$ cat src/rtl/ipif_reg_master.sv
// Single-outstanding IPIF initiator: request stream in, Bus2IP_* cycle out, response stream back.
// Latency: CS rises one cycle after request acceptance; response two cycles after acceptance with a registered slave.
// Backpressure: req_ready only in IDLE; a stalled response holds the FSM in RESP with CS low.
module ipif_reg_master #(
  parameter int C_S_AXI_DATA_WIDTH = 32,
  parameter int C_S_AXI_ADDR_WIDTH = 32,
  parameter int C_TIMEOUT          = 255
) (
  input  logic                              Bus2IP_Clk,
  input  logic                              Bus2IP_Resetn,
  // request stream
  input  logic                              req_valid,
  output logic                              req_ready,
  input  logic                              req_rnw,
  input  logic [C_S_AXI_ADDR_WIDTH-1:0]     req_addr,
  input  logic [C_S_AXI_DATA_WIDTH-1:0]     req_data,
  input  logic [C_S_AXI_DATA_WIDTH/8-1:0]   req_be,
  // response stream
  output logic                              rsp_valid,
  input  logic                              rsp_ready,
  output logic [C_S_AXI_DATA_WIDTH-1:0]     rsp_data,
  output logic                              rsp_error,
  output logic                              rsp_timeout,
  // IPIF bus
  output logic [C_S_AXI_ADDR_WIDTH-1:0]     Bus2IP_Addr,
  output logic                              Bus2IP_CS,
  output logic                              Bus2IP_RNW,
  output logic [C_S_AXI_DATA_WIDTH-1:0]     Bus2IP_Data,
  output logic [C_S_AXI_DATA_WIDTH/8-1:0]   Bus2IP_BE,
  input  logic [C_S_AXI_DATA_WIDTH-1:0]     IP2Bus_Data,
  input  logic                              IP2Bus_RdAck,
  input  logic                              IP2Bus_WrAck,
  input  logic                              IP2Bus_Error
);

  localparam int BE_W  = C_S_AXI_DATA_WIDTH / 8;
  localparam int CNT_W = $clog2(C_TIMEOUT + 1);
  localparam logic [CNT_W-1:0] CNT_MAX = CNT_W'(C_TIMEOUT);

  typedef enum logic [1:0] {
    S_IDLE   = 2'd0,
    S_ACCESS = 2'd1,
    S_RESP   = 2'd2
  } state_t;

  state_t state_q, state_d;

  // run_q is part of the control state: it keeps req_ready low while reset is
  // asserted and releases it on the first edge afterwards.
  logic run_q;

  logic [CNT_W-1:0]              cnt_q, cnt_d;
  logic                          cs_q, cs_d;
  logic                          rnw_q, rnw_d;
  logic [C_S_AXI_ADDR_WIDTH-1:0] addr_q, addr_d;
  logic [C_S_AXI_DATA_WIDTH-1:0] wdata_q, wdata_d;
  logic [BE_W-1:0]               be_q, be_d;
  logic                          rsp_valid_q, rsp_valid_d;
  logic [C_S_AXI_DATA_WIDTH-1:0] rsp_data_q, rsp_data_d;
  logic                          rsp_error_q, rsp_error_d;
  logic                          rsp_timeout_q, rsp_timeout_d;

  logic accept;
  logic ack_ok;
  logic timeout_hit;

  // Only the ack matching the current direction completes an access; the
  // other kind is ignored so a confused slave cannot close a read with a write ack.
  assign ack_ok      = rnw_q ? IP2Bus_RdAck : IP2Bus_WrAck;
  assign timeout_hit = (cnt_q == CNT_MAX);
  assign accept      = (state_q == S_IDLE) && run_q && req_valid;

  // State register and the out-of-reset qualifier for req_ready
  always_ff @(posedge Bus2IP_Clk or negedge Bus2IP_Resetn) begin
    if (!Bus2IP_Resetn) begin
      state_q <= S_IDLE;
      run_q   <= 1'b0;
    end else begin
      state_q <= state_d;
      run_q   <= 1'b1;
    end
  end

  // Next-state logic: one access in flight, response must drain before IDLE
  always_comb begin
    state_d = state_q;
    case (state_q)
      S_IDLE: begin
        if (accept) state_d = S_ACCESS;
      end
      S_ACCESS: begin
        if (ack_ok || timeout_hit) state_d = S_RESP;
      end
      S_RESP: begin
        if (rsp_ready) state_d = S_IDLE;
      end
      default: state_d = S_IDLE;
    endcase
  end

  // Output and datapath next-values; everything here lands in a register so
  // no IP2Bus_* input reaches an output combinationally.
  always_comb begin
    req_ready     = (state_q == S_IDLE) && run_q;
    cnt_d         = cnt_q;
    cs_d          = cs_q;
    rnw_d         = rnw_q;
    addr_d        = addr_q;
    wdata_d       = wdata_q;
    be_d          = be_q;
    rsp_valid_d   = rsp_valid_q;
    rsp_data_d    = rsp_data_q;
    rsp_error_d   = rsp_error_q;
    rsp_timeout_d = rsp_timeout_q;
    case (state_q)
      S_IDLE: begin
        if (accept) begin
          rnw_d   = req_rnw;
          addr_d  = req_addr;
          wdata_d = req_data;
          be_d    = req_be;
          cs_d    = 1'b1;
          cnt_d   = '0;
        end
      end
      S_ACCESS: begin
        // Saturating count; the access leaves ACCESS at CNT_MAX anyway, so
        // this only guards against wrap if that ever changes.
        if (cnt_q != CNT_MAX) cnt_d = cnt_q + 1'b1;
        if (ack_ok) begin
          // Ack has priority over a timeout landing on the same cycle.
          cs_d          = 1'b0;
          rsp_valid_d   = 1'b1;
          rsp_timeout_d = 1'b0;
          rsp_error_d   = IP2Bus_Error;
          rsp_data_d    = rnw_q ? IP2Bus_Data : '0;
        end else if (timeout_hit) begin
          cs_d          = 1'b0;
          rsp_valid_d   = 1'b1;
          rsp_timeout_d = 1'b1;
          rsp_error_d   = 1'b0;
          rsp_data_d    = '0;
        end
      end
      S_RESP: begin
        if (rsp_ready) rsp_valid_d = 1'b0;
      end
      default: begin
        cs_d        = 1'b0;
        rsp_valid_d = 1'b0;
      end
    endcase
  end

  // Datapath registers; reset drops CS and discards any in-flight access
  always_ff @(posedge Bus2IP_Clk or negedge Bus2IP_Resetn) begin
    if (!Bus2IP_Resetn) begin
      cnt_q         <= '0;
      cs_q          <= 1'b0;
      rnw_q         <= 1'b1;
      addr_q        <= '0;
      wdata_q       <= '0;
      be_q          <= '0;
      rsp_valid_q   <= 1'b0;
      rsp_data_q    <= '0;
      rsp_error_q   <= 1'b0;
      rsp_timeout_q <= 1'b0;
    end else begin
      cnt_q         <= cnt_d;
      cs_q          <= cs_d;
      rnw_q         <= rnw_d;
      addr_q        <= addr_d;
      wdata_q       <= wdata_d;
      be_q          <= be_d;
      rsp_valid_q   <= rsp_valid_d;
      rsp_data_q    <= rsp_data_d;
      rsp_error_q   <= rsp_error_d;
      rsp_timeout_q <= rsp_timeout_d;
    end
  end

  assign Bus2IP_CS   = cs_q;
  assign Bus2IP_RNW  = rnw_q;
  assign Bus2IP_Addr = addr_q;
  assign Bus2IP_Data = wdata_q;
  assign Bus2IP_BE   = be_q;
  assign rsp_valid   = rsp_valid_q;
  assign rsp_data    = rsp_data_q;
  assign rsp_error   = rsp_error_q;
  assign rsp_timeout = rsp_timeout_q;

endmodule

$ cat config.mk
export PLATFORM = sky130hd
export DESIGN_NAME = ipif_reg_master
export DESIGN_NICKNAME = d
export VERILOG_FILES = /design/src/rtl/ipif_reg_master.sv
export SDC_FILE = /design/constraint.sdc
export NUM_CORES = 1
export LEC_CHECK = 0
export ABC_AREA = 1
export BUFFER_PORTS_ARGS = -buffer_cell sky130_fd_sc_hd__buf_4
export CAP_MARGIN = 15
export CORE_AREA = 2 2 100 102
export DETAILED_ROUTE_END_ITERATION = 6
export DIE_AREA = 0 0 102 104
export GPL_TIMING_DRIVEN = 0
export PLACE_DENSITY = 0.94
export SETUP_SLACK_MARGIN = 0.02
export SLEW_MARGIN = 5
export SYNTH_ARGS = -nofsm -noshare
export SYNTH_HDL_FRONTEND = slang
export SYNTH_SLANG_ARGS = --single-unit
$ cat constraint.sdc
create_clock -name Bus2IP_Clk -period 3.1 [get_ports Bus2IP_Clk]
set_clock_uncertainty 0.2 [all_clocks]
set_input_delay 0.155 -clock Bus2IP_Clk [delete_from_list [all_inputs] [get_ports Bus2IP_Clk]]
set_output_delay 0.155 -clock Bus2IP_Clk [all_outputs]
set_load 0.02 [all_outputs]
Yosys cells after proc, flatten, opt, wreduce, memory -nomap -nowiden
Cells that the tools add are included.
{ "word_totals": {"word_cells": 57, "output_inout_bits": 106, "ff_bits": 116} }
{ "classes": {"mux": 21, "reduce_logical": 12, "n_eq_ne": 9, "addsub": 1, "bitwise": 2} }
{ "ops": {"columns": ["op", "count"], "rows": [
  ["$mux W32", 3],
  ["$mux W8", 2],
  ["$pmux W8 S2", 1],
  ["$reduce_and A3 Y1", 4],
  ["$mux W1", 9],
  ["$add A8 B1 Y8 const B", 1],
  ["$eq A8 B8 Y1 const B", 1],
  ["$ne A2 B2 Y1 const B", 4],
  ["$ne A8 B8 Y1 const B", 1],
  ["$mux W2", 3],
  ["$pmux W1 S3", 2],
  ["$pmux W2 S3", 1],
  ["$reduce_and A2 Y1", 2],
  ["$reduce_bool A2 Y1", 2],
  ["$ne A3 B3 Y1 const B", 1],
  ["$eq A2 B1 Y1 const B", 1],
  ["$eq A2 B2 Y1 const B", 1],
  ["$logic_and A1 B1 Y1", 2],
  ["$logic_not A2 Y1", 1],
  ["$not A1 Y1", 2],
  ["$logic_or A1 B1 Y1", 1]
]} }

Logic depth before layout (Yosys ltp)
{ "logic_depth": {"depth_word": 5, "depth_mapped": 10} }

Least setup slack after synthesis
OpenSTA, ideal clock, no wires.
{ "synth_path": {"kind": "register to register", "start": "register cnt_q[0]", "end": "register rsp_data_q[27] (netlist: rsp_data[27])", "t_arrival_ps": 1381, "t_required_ps": 2779, "path_stages_with_launch": 11, "setup_slack_ps": 1399, "path_cell_list": "dfrtp_1 -> ha_1 -> nand2_1 -> nor2_4 -> nand2_2 -> nand2_1 -> nand2_2 -> buf_6 -> buf_6 -> nand2_1 -> o21ai_1"} }
{ "synth_via": {"elab_chain_cells": 3} }
{ "synth_lines": {"columns": ["item", "line_no", "text"], "rows": [
  ["start: declaration", "52", "logic [CNT_W-1:0] cnt_q, cnt_d;"],
  ["start signal: assignment", "169", "cnt_q <= cnt_d;"],
  ["$eq A8 B8 Y1", "70", "assign timeout_hit = (cnt_q == CNT_MAX);"],
  ["$reduce_bool A2 Y1 (no line)", null, null],
  ["$reduce_and A2 Y1 (no line)", null, null],
  ["end signal: assignment", "176", "rsp_data_q <= rsp_data_d;"],
  ["end: declaration", "59", "logic [C_S_AXI_DATA_WIDTH-1:0] rsp_data_q, rsp_data_d;"]
]} }
No other way between the ends.
A chain may end at the register's enable or synchronous reset.

Final worst setup path
{ "layout_path": {"start": "register state_q[0]", "end": "output req_ready"} }
{ "layout_via": {"elab_chain_cells": 2} }
{ "layout_lines": {"columns": ["item", "line_no", "text"], "rows": [
  ["start: declaration", "46", "state_t state_q, state_d;"],
  ["start signal: assignment", "79", "state_q <= state_d;"],
  ["$logic_not A2 Y1", "104", "req_ready = (state_q == S_IDLE) && run_q;"],
  ["$logic_and A1 B1 Y1", "104", null],
  ["end: declaration", "13", "output logic req_ready,"]
]} }
No other way between the ends.

==> impl_metrics.env <==
export IMPL_slew_headroom=0.323
export IMPL_cp_required_ns=2.74
export IMPL_fillers=426
export IMPL_design_die_area_mm2=0.0106
export IMPL_drtIter0Drc=466
export IMPL_hold_buffers=115
export IMPL_maxSlewViolCount=0
export IMPL_grt_use_total=0.409
export IMPL_regArea_mm2=0.00290
export IMPL_core_mm2=0.00955
export IMPL_status="finished clean"
export IMPL_max_freq_mhz=405
export IMPL_grt_antenna_before_repair=0
export IMPL_hp_class="in -> reg"
export IMPL_synth_seq_cells=116
export IMPL_htree_num_levels=4
export IMPL_area_growth_pct=72.7
export IMPL_grt_max_degree=117
export IMPL_syn_nets=654
export IMPL_ys_seq_area_frac=0.610
export IMPL_multi_input_area_mm2=0.00166
export IMPL_crit_path_end_kind="output pin"
export IMPL_avgSynthCellArea_um2=8.74
export IMPL_crit_path_max_incr_delay_ns=0.46
export IMPL_clockBufferDepth=2
export IMPL_layout_nets=1000
export IMPL_min_period_ns=2.47
export IMPL_routed_wl_mm=21.4
export IMPL_cts_sinks=116
export IMPL_holdWs_ns=0.0613
export IMPL_ctsResizeCount=0
export IMPL_ant_nets=0
export IMPL_io_pin_count=214
export IMPL_vias=5905
export IMPL_synth_xor_area_frac=0
export IMPL_synthCells=545
export IMPL_dp_hpwl_mm=10.4
export IMPL_worst_pin_slew_ns=1.02
export IMPL_tritoncts="yes"
export IMPL_cp_arrival_ns=2.11
export IMPL_p_leak_nw=4.24
export IMPL_insertion_delay_ns=0.52
export IMPL_chipWidth_um=102
export IMPL_path_cells="nor3_4, clkbuf_1, buf_4"
export IMPL_synth_mux_area_frac=0
export IMPL_post_route_period_util=0.796
export IMPL_overflow=0
export IMPL_powerDensity_mw_per_mm2=1060
export IMPL_clk_pin_slew_ns=0.05
export IMPL_grt_pass1_vias=6175
export IMPL_drtPass1Iterations=6
export IMPL_yosysWarnings=0
export IMPL_start_util=0.499
export IMPL_row_count=36
export IMPL_critPathKind="reg -> out"
export IMPL_netlist_area_mm2=0.00476
export IMPL_crit_path_max_fanout=10
export IMPL_synth_compound_area_share=0.0504
export IMPL_cts_root_buf="clkbuf_8"
export IMPL_synth_simple_area_share=0.296
export IMPL_fp_dieH_um=104
export IMPL_antenna_cells=0
export IMPL_setup_tns_ns=0
export IMPL_hold_viol_final=0
export IMPL_startpoint_type="flip-flop"
export IMPL_ys_types=24
export IMPL_cts_buffers=17
export IMPL_synth_top_family_by_area="simple AND/OR/NAND/NOR gates"
export IMPL_gp_congestion=0.803
export IMPL_routedWlPerCell_um=20.6
export IMPL_via_per_inst=5.69
export IMPL_drc=0
export IMPL_setup_viol=0
export IMPL_maxCapViolCount=0
export IMPL_cts_setup_buffers=0
export IMPL_portBuffers=212
export IMPL_rsz0062_at_grt="no"
export IMPL_grt_pass1_wl_mm=32.6
export IMPL_slowest_stage="nor3_4"
export IMPL_setup_slack_ns=0.632
export IMPL_dp_slack_ns=0.978
export IMPL_vdd_drop_max_mv=0.739
export IMPL_synthAdderAreaFrac=0.00263
export IMPL_drive_gt1_frac=0.285
[worst paths after layout]
kind                                                   from                           to  slack (ns)  cells past startpoint
worst max-delay path                 state_q[0]$_DFFE_PN0P_                    req_ready        0.63                      3
worst min-delay path                              req_valid   Bus2IP_Addr[6]$_DFFE_PN0P_        0.06                      4
worst max register to register       state_q[0]$_DFFE_PN0P_   Bus2IP_Addr[1]$_DFFE_PN0P_        0.65                      5
worst min register to register  Bus2IP_Data[31]$_DFFE_PN0P_  Bus2IP_Data[31]$_DFFE_PN0P_        0.27                      2
max in group asynchronous                     Bus2IP_Resetn  Bus2IP_Addr[31]$_DFFE_PN0P_        1.87                      2
min in group asynchronous                     Bus2IP_Resetn     rsp_data[14]$_DFFE_PN0P_        0.14                      2
[where the power goes]
part           internal (mW)  switching (mW)  leakage, nW
Sequential              2.26           0.624         1.49
Combinational           1.51            2.48         2.48
Clock                   1.18           0.687        0.271
[cell families (layout without fill, tap and decap cells)]
logic type               after synthesis  count (layout)
flip-flops                           116             116
AND/OR/NAND/NOR                      338             338
other                                  1               1
AO/OA/AOI/OAI                         43              43
buffers and inverters                 46             405
adder cells (fa/ha/maj)                1               1
[cell usage in the layout, fill, tap and decap left out, drive strengths merged]
cell / count
nand4: 1
dfstp: 1
nor3: 2
dfrtp: 115
ha: 1
nor2: 11
buf: 220
dlygate4sd3: 115
or2: 1
bufinv: 2
conb: 1
clkinv: 4
o21ai: 40
o31ai: 1
nand3: 83
nand3b: 1
inv: 13
nand2: 239
a21oi: 2
clkbuf: 51
[state kept, by name, summed over array words and instances, names as in the netlist]
| signal | cells |
|---|---|
| Bus2IP_Addr | 32 |
| rsp_error | 1 |
| Bus2IP_CS | 1 |
| cnt_q | 8 |
| Bus2IP_RNW | 1 |
| Bus2IP_Data | 32 |
| rsp_timeout | 1 |
| run_q | 1 |
| rsp_data | 32 |
| state_q | 2 |
| Bus2IP_BE | 4 |
| rsp_valid | 1 |
[Yosys cell counts, drive strengths merged]
library cell / n / area [µm²]
dfstp: 1 / 26.3
conb: 1 / 3.75
o21ai: 40 / 223
inv: 13 / 48.8
nand2: 239 / 902
buf: 8 / 52.6
or2: 1 / 6.26
o31ai: 1 / 7.51
clkbuf: 25 / 93.8
nor2: 11 / 48.8
nor3: 2 / 21.3
nand3: 83 / 415
a21oi: 2 / 10.0
nand3b: 1 / 7.51
dfrtp: 115 / 2880
ha: 1 / 12.5
nand4: 1 / 6.26
[worst max-delay path: cells and delay by family, from the launching register on]
family / cells / cell delay (ns)
buffers and inverters: 2 / 0.68
and+or+nand+nor: 1 / 0.46
DFF: 1 / 0.45
[per-stage QoR]
step	instance area, µm²	std cells	power, mW	util
after floorplan	4760	545	4.58	-
after global placement	6520	890	6.13	0.683
after detailed placement	6530	890	6.31	0.683
after CTS	8220	1037	8.30	0.861
after global routing	8220	1037	9.05	0.861
final	8220	1037	8.74	0.861
[final cells by class]
cell class,instances,share of cell area
plain buffers,33,0.0178
clock buffers,26,0.0569
clock inverters,6,0.00974
inverters,13,0.00593
multi-input cells,383,0.202
flip-flops and latches,116,0.353
well taps,133,0.0202
repair buffers,327,0.334
[layer usage]
layer,vias to the layer above,track usage,share of wire
li1,2444,-,-
met1,2804,0.458,0.34
met2,537,0.674,0.49
met3,120,0.135,0.11
met4,0,0.237,0.057
met5,-,0,0
Power figures use the tool's default switching activity.
